$ cat config.mk
export PLATFORM = sky130hd
export DESIGN_NAME = cordic_rotator_seq
export DESIGN_NICKNAME = d
export VERILOG_FILES = /design/src/rtl/cordic_rotator_seq.sv
export SDC_FILE = /design/constraint.sdc
export NUM_CORES = 1
export LEC_CHECK = 0
export ABC_AREA = 1
export BUFFER_PORTS_ARGS = -buffer_cell sky130_fd_sc_hd__clkbuf_2
export CAP_MARGIN = 10
export CORE_ASPECT_RATIO = 1.25
export CORE_MARGIN = 3
export CORE_UTILIZATION = 48
export DETAILED_ROUTE_END_ITERATION = 10
export GPL_ROUTABILITY_DRIVEN = 0
export PLACE_DENSITY = 0.73
export REMOVE_ABC_BUFFERS = 1
export SYNTH_ARGS = -nofsm -noshare
export SYNTH_HDL_FRONTEND = slang
export SYNTH_SLANG_ARGS = --single-unit
export TNS_END_PERCENT = 20
$ cat constraint.sdc
create_clock -name clk -period 3.75 [get_ports clk]
set_input_delay 0.1875 -clock clk [delete_from_list [all_inputs] [get_ports clk]]
set_output_delay 0.1875 -clock clk [all_outputs]
set_load 0.03 [all_outputs]
$ cat src/rtl/cordic_rotator_seq.sv
// Sequential CORDIC rotation-mode engine.
// One cordic_stage is reused ITERS times. A +/-pi/2 quadrant pre-rotation is applied
// at accept, so the iterative part only ever sees |z| <= pi/2.

// Single CORDIC micro-rotation: d = sign(zi), shift by i, subtract d*phi_i from z.
module cordic_stage (
    input  logic [17:0] xi,
    input  logic [17:0] yi,
    input  logic [17:0] zi,
    input  logic [3:0]  i,
    input  logic [17:0] phi_i,
    output logic [17:0] xip1,
    output logic [17:0] yip1,
    output logic [17:0] zip1
);
    logic [17:0] x_shift;
    logic [17:0] y_shift;
    logic        z_neg;

    assign x_shift = 18'($signed(xi) >>> i);
    assign y_shift = 18'($signed(yi) >>> i);
    assign z_neg   = zi[17];

    // Rotate toward z = 0; all sums wrap modulo 2^18.
    assign xip1 = z_neg ? (xi + y_shift) : (xi - y_shift);
    assign yip1 = z_neg ? (yi - x_shift) : (yi + x_shift);
    assign zip1 = z_neg ? (zi + phi_i)   : (zi - phi_i);
endmodule

module cordic_rotator_seq #(
    parameter int ITERS = 16
) (
    input  logic        clk,
    input  logic        rst,
    input  logic        in_valid,
    output logic        in_ready,
    input  logic [17:0] x_in,
    input  logic [17:0] y_in,
    input  logic [17:0] z_in,
    output logic        out_valid,
    input  logic        out_ready,
    output logic [17:0] x_out,
    output logic [17:0] y_out,
    output logic [17:0] z_out
);
    typedef enum logic [1:0] {
        IDLE = 2'd0,
        RUN  = 2'd1,
        DONE = 2'd2
    } state_t;

    // atan(2^-i) in units of pi/2^17, rounded to nearest.
    localparam logic [17:0] ATAN_ROM [0:15] = '{
        18'd32768, 18'd19344, 18'd10221, 18'd5188,
        18'd2604,  18'd1303,  18'd652,   18'd326,
        18'd163,   18'd81,    18'd41,    18'd20,
        18'd10,    18'd5,     18'd3,     18'd1
    };

    localparam logic [3:0] CNT_LAST = 4'(ITERS - 1);

    state_t      state_reg, state_next;
    logic [3:0]  cnt_reg;
    logic [17:0] x_reg, y_reg, z_reg;
    logic [17:0] x_pre, y_pre, z_pre;
    logic [17:0] x_stage, y_stage, z_stage;
    logic [17:0] phi;
    logic        accept;

    assign phi = ATAN_ROM[cnt_reg];

    cordic_stage u_stage (
        .xi    (x_reg),
        .yi    (y_reg),
        .zi    (z_reg),
        .i     (cnt_reg),
        .phi_i (phi),
        .xip1  (x_stage),
        .yip1  (y_stage),
        .zip1  (z_stage)
    );

    // Quadrant pre-rotation by +/-pi/2 selected from the two angle MSBs.
    always_comb begin
        x_pre = x_in;
        y_pre = y_in;
        z_pre = z_in;
        case (z_in[17:16])
            2'b01: begin
                x_pre = 18'd0 - y_in;
                y_pre = x_in;
                z_pre = z_in - 18'd65536;
            end
            2'b10: begin
                x_pre = y_in;
                y_pre = 18'd0 - x_in;
                z_pre = z_in + 18'd65536;
            end
            default: ;
        endcase
    end

    // Next-state and handshake outputs; in_ready is forced low while reset is held.
    always_comb begin
        state_next = state_reg;
        in_ready   = 1'b0;
        out_valid  = 1'b0;
        accept     = 1'b0;
        case (state_reg)
            IDLE: begin
                in_ready = ~rst;
                if (in_valid && !rst) begin
                    accept     = 1'b1;
                    state_next = RUN;
                end
            end
            RUN: begin
                if (cnt_reg == CNT_LAST) state_next = DONE;
            end
            DONE: begin
                out_valid = 1'b1;
                if (out_ready) state_next = IDLE;
            end
            default: state_next = IDLE;
        endcase
    end

    // State register.
    always_ff @(posedge clk or posedge rst) begin
        if (rst) state_reg <= IDLE;
        else     state_reg <= state_next;
    end

    // Datapath: load pre-rotated operands on accept, iterate through the stage in RUN.
    always_ff @(posedge clk or posedge rst) begin
        if (rst) begin
            cnt_reg <= 4'd0;
            x_reg   <= 18'd0;
            y_reg   <= 18'd0;
            z_reg   <= 18'd0;
        end else if (accept) begin
            cnt_reg <= 4'd0;
            x_reg   <= x_pre;
            y_reg   <= y_pre;
            z_reg   <= z_pre;
        end else if (state_reg == RUN) begin
            cnt_reg <= cnt_reg + 4'd1;
            x_reg   <= x_stage;
            y_reg   <= y_stage;
            z_reg   <= z_stage;
        end
    end

    // Results come straight from the working registers, which are frozen in DONE.
    assign x_out = x_reg;
    assign y_out = y_reg;
    assign z_out = z_reg;
endmodule

==> impl.org, run 1 <==
** Clocking
- Clock tree synthesis inserted a total of 9 buffers.
- Clock Sink Count :: 60
- Clock-pin slew of the registers on the worst-case setup and hold paths :: 0.07 ns
- The H-tree generated during clock tree synthesis spans 3 levels.
- Maximum root-to-sink buffer count :: 2
- The later pin in the worst-skew pair is clocked with a latency of around 0.36 ns.
- Root buffer cell :: clkbuf_16
- TritonCTS built the clock tree.

** Synthesis
- Post-Synthesis Cells :: 1530
- Avg Synthesized Cell Area :: between 6 and 7 µm²
- The synthesized design spends more area on one cell type than any other, namely dfrtp_1.
- Netlist Area Pre-Place :: between 9000 and 10000 µm²
- Fraction of the yosys area taken by sequential cells :: roughly 16%
- During synthesis, Yosys emitted a total of 0 warnings.
- Yosys reg bits :: 60
- Yosys attributes the largest share of cell area to dfrtp_1 (16%), nand2_1 (16%), nand3_1 (11%).
- Number of flops mapped to enable cells by yosys :: 0
- Yosys cell types :: 50
- Proportion of netlist area held by the largest area contributor :: between 10% and 20%
- Async SR Flop Fraction :: between 90% and 100%
- Among all flip-flop cells after synthesis, the most frequent one is dfrtp_1.

** GRT
- Antenna violations before repair :: 0
- For this run, the total global-route usage over all layers was measured as approximately 30%.
- Largest net degree at the start of global routing :: 54
- Global-route wire length before repair :: around 52 mm
- Summed over all layers, the global routing overflow is 0.
- Vias in the first global route :: roughly 11000

** STA
- Setup repair after global routing missed its margin :: true
- For the finished layout, the period the worst path requires is just under 4 ns.
- In the finished design, the share of the clock period the worst path needs comes to 104.7%.
- Upper clock frequency limit :: 254.7 MHz
- Pins Over Slew Limit :: 0
- Final hold analysis gives a worst-case slack of about 0.027 ns.
- The number of hold-slack violations in the final timing report came to 0.
- Number of setup violations in the final report :: 13
- Worst Skew :: around 0.012 ns
- Measured slew at the worst slew-check pin :: about 0.92 ns
- In this run the tightest slew margin relative to its limit is a little under 40%.
- In the post-route analysis, the smallest setup slack over all paths is -0.1769 ns.

** Worst setup path
- The setup path with the least slack is of type flop to flop.
- First element of the critical path :: cnt_reg[0]
- Measured in cells, the most critical reg-to-reg path has a length of 26.
- Setup slack on the worst reg-to-reg path comes out at -0.18 ns.
- In this run the critical register-to-register path is launched from cnt_reg[0].
- STA classifies the critical path startpoint as a flop.
- WP data arrival :: ~4.2 ns
- STA classifies the critical path endpoint as a flop.
- Along the worst path, the maximum fanout reaches 13.
- For the worst setup path, the data required time is 4.03 ns.
- In this run the worst setup path terminates at x_out[16].
- The endpoint identified for the worst register-to-register timing path is x_out[16].

** Drt
- Wire segments on met3 add up to 2.637 mm in the final route.
- Starting DRT DRC Count :: between 900 and 1000
- After detailed routing, the total wire length is around 33 mm.
- Avg WL per Cell :: between 15 and 20 µm
- Met2 routed WL :: 16.32 mm
- Total DRC errors in the routed layout :: 0
- Once detail routing completed, the nets flagged for antenna violations numbered 0.
- Total via count in the routed design :: around 12000
- Using the TritonRoute via totals, the vias-per-cell ratio works out to 5.887.
- Drt pass-1 iters :: 6
- After detailed routing, the wire length on met1 is around 12 mm.
- Routed signal wires occupy layers up through met4.

** Finish
- After filler insertion, the fill cell instance count of the layout stands at 1774.
- The repair_antennas step left the layout with diodes totalling 0.
- Relative to the synthesized area, the layout overhead comes to 24.52%.
- Summing all multi-input logic gate instances after layout gives a little over 7000 µm².
- In the final design database the tool counted between 1500 and 2000 nets.
- Layout cells sized above 1 :: between 20 and 25%
- Across the whole layout, storage elements account for roughly 1500 µm².
- The library cell used most frequently in the layout, excluding fill and tap cells, is nand2_1.
- Top library cells by usage in the layout, fill and taps aside :: nand2_1 (388), nand3_1 (188), buf_4 (139)

** Worst hold path
- Launch point of the worst hold path :: out_ready
- Hold/Removal Path Class :: primary input to flop

** Run status
- The run finished, with violations left.
- The final reports fail on negative setup slack.

** Floorplan
- Area of the die :: roughly 21000 µm²
- Area of the placeable core :: around 19000 µm²
- Number of rows created at floorplan :: 56
- Die height :: ~160 µm
- For this design the top-level I/O count stands at 114.
- The initial utilization of the core area, before any placement, comes to about half.
- Die W :: 130.0 µm

** Placement
- Timing analysis after detailed placement gives a worst setup slack of -0.1813 ns.
- Placed wire-length estimate after detailed placement :: between 20 and 30 mm
- Port buffering added about 110 buffers.

** Job
- Number of maximum-capacitance constraint violations :: 0
## per-stage QoR
step | instances | utilization [%] | TNS, ns | cell area (µm²)
after global placement | 1938 | 57.19 | -0.4646 | 10780
after detailed placement | 1938 | 57.19 | -0.8635 | 10780
after CTS | 1958 | 59.65 | -0.1190 | 11240
after global routing | 1965 | 60.99 | -7.334 | 11500
final | 1965 | 60.99 | -0.9759 | 11500
after floorplan | 1457 | - | -41.36 | 8847
## worst min path at each step
stage | endpoint | slack [ns] | depth (start not counted)
detailed placement | z_out[16] | 0.25 | 2
floorplan | state_reg[1] | 0.30 | 1
CTS | state_reg[1] | 0.02 | 2
finish | state_reg[1] | 0.03 | 2
global route | state_reg[1] | 0.05 | 2
global placement | z_out[16] | 0.25 | 2
## worst max-delay path, cell delays in order (launching register included)
cell       delay (ns)
dfrtp_2          0.51
buf_4            0.19
inv_8            0.10
nand2_2          0.06
nand3_1          0.09
nand3_1          0.10
nand3_1          0.15
nand2_2          0.10
ha_2             0.20
nand2_2          0.08
nand2_1          0.08
xnor2_2          0.26
inv_1            0.08
ha_1             0.32
buf_4            0.15
buf_4            0.14
nand2_1          0.07
nor2_1           0.05
buf_4            0.14
nand3_1          0.10
o2111ai_2        0.15
nand3_1          0.10
nand2_1          0.09
a21oi_2          0.14
xor2_1           0.15
nand2_1          0.08
a21oi_2          0.16
## synthesized netlist by cell type, types with 4 or more instances
cell	number
nand2_1	399
nand3_1	196
a21oi_1	137
inv_1	131
nor2_1	108
o21ai_0	102
ha_1	67
dfrtp_1	60
xor2_1	43
clkbuf_1	33
a31oi_1	27
o211ai_1	26
xnor2_1	24
buf_2	20
nand2_2	15
nand4_1	15
nor3_1	12
o221ai_1	11
buf_6	10
o22ai_1	10
buf_1	7
nor2_2	7
or2_2	7
a21o_1	6
inv_2	5
nand3_2	4
nor4_1	4
## logic make-up after synthesis
family / after synthesis / share of synthesized area, %
compound gates: 345 / 21.33
xor+xnor: 67 / 6.356
fa+ha+maj: 70 / 9.730
buf+inv: 212 / 9.879
flops: 60 / 16.26
simple gates: 776 / 36.44
## area by class of cell
cell class                      count  area share, %
Multi-Input combinational cell   1258          61.50
Timing Repair Buffer              259          15.28
Sequential cell                    60          13.08
Inverter                          139          4.691
Tap cell                          232          2.525
Clock buffer                        9          1.959
Clock inverter                      7         0.8598
Timing Repair inverter              1        0.09795
## what timing repair did
action / 4_1_cts / 5_1_grt
hold buffers: 1 / 0
setup endpoints to repair: 15 / 31
gates cloned: 1 / 2
hold endpoints to repair: 22 / 0
buffers inserted: 2 / 5
pin swaps: 5 / 10
gates resized for setup: 22 / 49
## layer usage
metal  vias to the layer above  track usage (%)
met4                         0            14.70
li1                       5605                -
met5                         -                0
met1                      5266            35.80
met2                       574            53.48
met3                       122            4.962
Power of run 1 is left out: the tool's default activity adds up to more than one toggle a clock period on the data nets, which glitch-free logic cannot reach.
==> run 2: changes to the inputs <==
Settings changed: PLACE_DENSITY 0.73 to 0.7, SKIP_CTS_REPAIR_TIMING from default to 1.
Clock period 3.75 ns to 4.8 ns, I/O delays scaled along.
==> run 2 against run 1 <==
Against the previous run:
- die area stayed put
- design area is 12% lower
- critical path depth is 4 lower
- maximum frequency is 9.5% lower
- global-route usage is 1.7 points lower
- flip-flop and latch count stayed put
- count of clock-buffer cells in the layout is 4 higher
- worst hold slack better by 0.050 ns
- the flow now finishes without violations
- core utilization is 7.0 points lower
- non-clock buffer count is 126 lower
==> impl.org, run 2 (synthesis gave the netlist of run 1 again) <==
** GRT
- Residual overflow from global routing :: 0 (unchanged)
- Antenna violations before repair :: 0 (unchanged)
- Total global-route track usage :: 28.93% (-1.7 points)
- Global-route wire length before repair :: 49.19 mm (-5.7%)
- The largest net degree at the start of global routing is 61 (+13%).
- The number of global-route vias before repair came to 10320 (-6.0%).

** Clocking
- Clock-pin slew of the registers on the worst-case setup and hold paths :: 0.06 ns (about the same)
- The total number of H-tree levels came to 3 (unchanged).
- The number of CTS-inserted buffers was 9 (unchanged).
- The clock network latency to the later pin of the worst-skew pair came to 0.35 ns (about the same).
- TritonCTS built the clock tree.
- Maximum root-to-sink buffer count :: 2 (unchanged)
- Clock tree synthesis selected as its root buffer the cell clkbuf_16.
- Clock Sink Count :: 60 (unchanged)

** Floorplan
- Starting Density :: 48.98% (unchanged)
- The floorplan row count came to 56 (unchanged).
- Die W :: 130.0 µm (unchanged)
- The height of the die came to 161.1 µm (unchanged).
- I/O pin count :: 114 (unchanged)
- The area enclosed by the die boundary was 20950 µm² (unchanged).
- The core area is 18850 µm² (unchanged).

** STA
- The worst setup slack after layout is 0.4632 ns (+0.6401 ns).
- The maximum clock frequency is 230.6 MHz (-9.5%).
- The worst hold margin is 0.07679 ns (+0.04952 ns).
- Hold Violations, Final :: 0 (unchanged)
- The minimum period implied by the final worst setup slack came to 4.337 ns (+0.4099 ns).
- Setup TNS after final layout :: 0 ns (+0.9759 ns)
- Number of setup violations in the final report :: 0 (-13)
- Worst Skew :: 0.01277 ns (+0.0005339 ns)
- Remaining max-slew budget at the tightest pin :: 38.79% (+0.30 points)
- Measured slew at the worst slew-check pin :: 0.9171 ns (-0.004524 ns)
- The share of the cycle needed by the critical path after routing is 90.35% (-14 points).
- The number of slew-limit violations in the final report was 0 (unchanged).
- Setup repair after global routing missed its margin :: false

** Finish
- The library cells used most frequently in the layout, excluding fill and tap cells, are nand2_1 (398), nand3_1 (196), a21oi_1 (137).
- Area occupied by multi-input gates :: 6830 µm² (-3.4%)
- The share of cells above drive strength 1 is 12.45% (-9.4 points).
- The final non-filler cell total is 1838 (-6.5%).
- Leaving out fill and tap cells, the most frequent cell in the layout is nand2_1.
- Layout overhead on the synthesized area :: 10.14%
- Total Nets Final :: 1729 (-6.8%)
- Register cell area after layout :: 1501 µm² (-0.17%)
- The diode insertion count for antenna repair was 0 (unchanged).
- The number of fill cells is 1993 (+12%).

** Drt
- Starting DRT DRC Count :: 637 (-35%)
- The count of unresolved DRC violations after routing is 0 (unchanged).
- The final wirelength came to 30.78 mm (-6.7%).
- The antenna violation net count after detailed routing is 0 (unchanged).
- The number of search-and-repair iterations in the first detailed-routing pass was 5 (-1).
- The final routed wire length divided by cell count was 16.74 µm (-0.25%).
- The via density per instance came to 5.900 (+0.24%).
- Total via count in the routed design :: 10850 (-6.2%)

** Worst setup path
- Among the stages of the critical path, the cell type that occurs most often is nand2_1.
- Critical path startpoint category :: flop
- Kind of capture point of the worst setup path :: flop
- The number of buffers and inverters on the critical path was 3 (-3).
- Tracing the worst setup path back leads to its startpoint at cnt_reg[0].
- Logic depth of the worst path, buffers included :: 22 (-15%)
- The endpoint arrival time on the critical path is 4.63 ns (+0.42 ns).
- Grouping stages by cell kind, the critical path spends the most delay in simple AND/OR/NAND/NOR gates.
- Max FO, Critical Path :: 28 (+15)
- The worst reg-to-reg path cell count came to 22 (-15%).
- Cell at the slowest stage of the critical path :: dfrtp_1
- Kind of critical path :: flop to flop
- Data required time of the worst path :: 5.09 ns (+1.06 ns)
- The longest individual stage delay on the worst path is 0.51 ns (about the same).
- In this run the critical register-to-register path is launched from cnt_reg[0].
- The critical path goes through buf_4 -> ha_1 -> nand2_1 -> a21oi_1 -> a31oi_1 -> inv_1 -> ha_1 -> inv_1 -> nor4_2 -> nand3_1 -> nand2_1 -> xor2_1 -> ha_1 -> nand2_1 -> a21oi_1 -> a211oi_1 -> nand3_1 -> a31o_2 -> or2_2 -> nand3_1 -> o211ai_1 -> nand2_1.

** Run status
- Status :: completed

** Placement
- The minimum setup slack after placement was 0.4573 ns (+0.6386 ns).
- Placed wire-length estimate after detailed placement :: 23.50 mm (-6.8%)
- The number of buffers added on ports is 113 (unchanged).
- Cells after DPL :: 1822 (-6.0%)

** Worst hold path
- The startpoint identified for the worst hold timing path is out_ready.
- Hold/Removal Path Class :: primary input to flop
- Instance count along the most critical hold path :: 2 (unchanged)

** Job
- Number of maximum-capacitance constraint violations :: 0 (unchanged)
-- run 2: cell count changes in the layout (fill, tap and decap cells not counted), moves of 3 or more --
| cell | change |
|---|---|
| nand3_1 | +8 |
| ha_1 | +6 |
| nor3_1 | +3 |
| o21ai_1 | -9 |
| nand2_1 | +10 |
| nand3_2 | -8 |
| a21oi_2 | -7 |
| ha_4 | -4 |
| buf_12 | -4 |
| buf_4 | -119 |
| o21ai_0 | +10 |
| nand2_2 | -10 |
| a21oi_1 | +7 |
-- run 2: area by class of cell --
type                            instances  share of cell area (%)
Clock buffer                           13                   2.559
Timing Repair Buffer                  133                   7.038
Sequential cell                        60                   14.77
Multi-Input combinational cell       1258                   67.17
Inverter                              139                   5.180
Clock inverter                          3                  0.4307
Tap cell                              232                   2.855
-- run 2: final timing paths --
path / endpoint / slack, ns
setup / recovery: z_out[14] / 0.46
hold / removal: state_reg[1] / 0.08
min in group asynchronous: z_out[16] / 0.12
hold reg to reg: z_out[14] / 0.52
setup reg to reg: z_out[14] / 0.46
max in group asynchronous: x_out[10] / 4.12
-- run 2: stage by stage --
step                      util (%)  area, µm²
after floorplan                  -       8847
after global placement       52.30       9858
after detailed placement     52.30       9858
after CTS                    53.92      10160
after global routing         53.95      10170
final                        53.95      10170
-- run 2: layer usage --
layer,vias to the layer above,wire length [µm],global-route usage [%]
met2,458,15230,51.00
li1,5348,-,-
met1,4947,12140,33.54
met5,-,0,0
met3,92,1913,3.837
met4,0,1496,14.98
Power of run 2 is left out for the same reason.
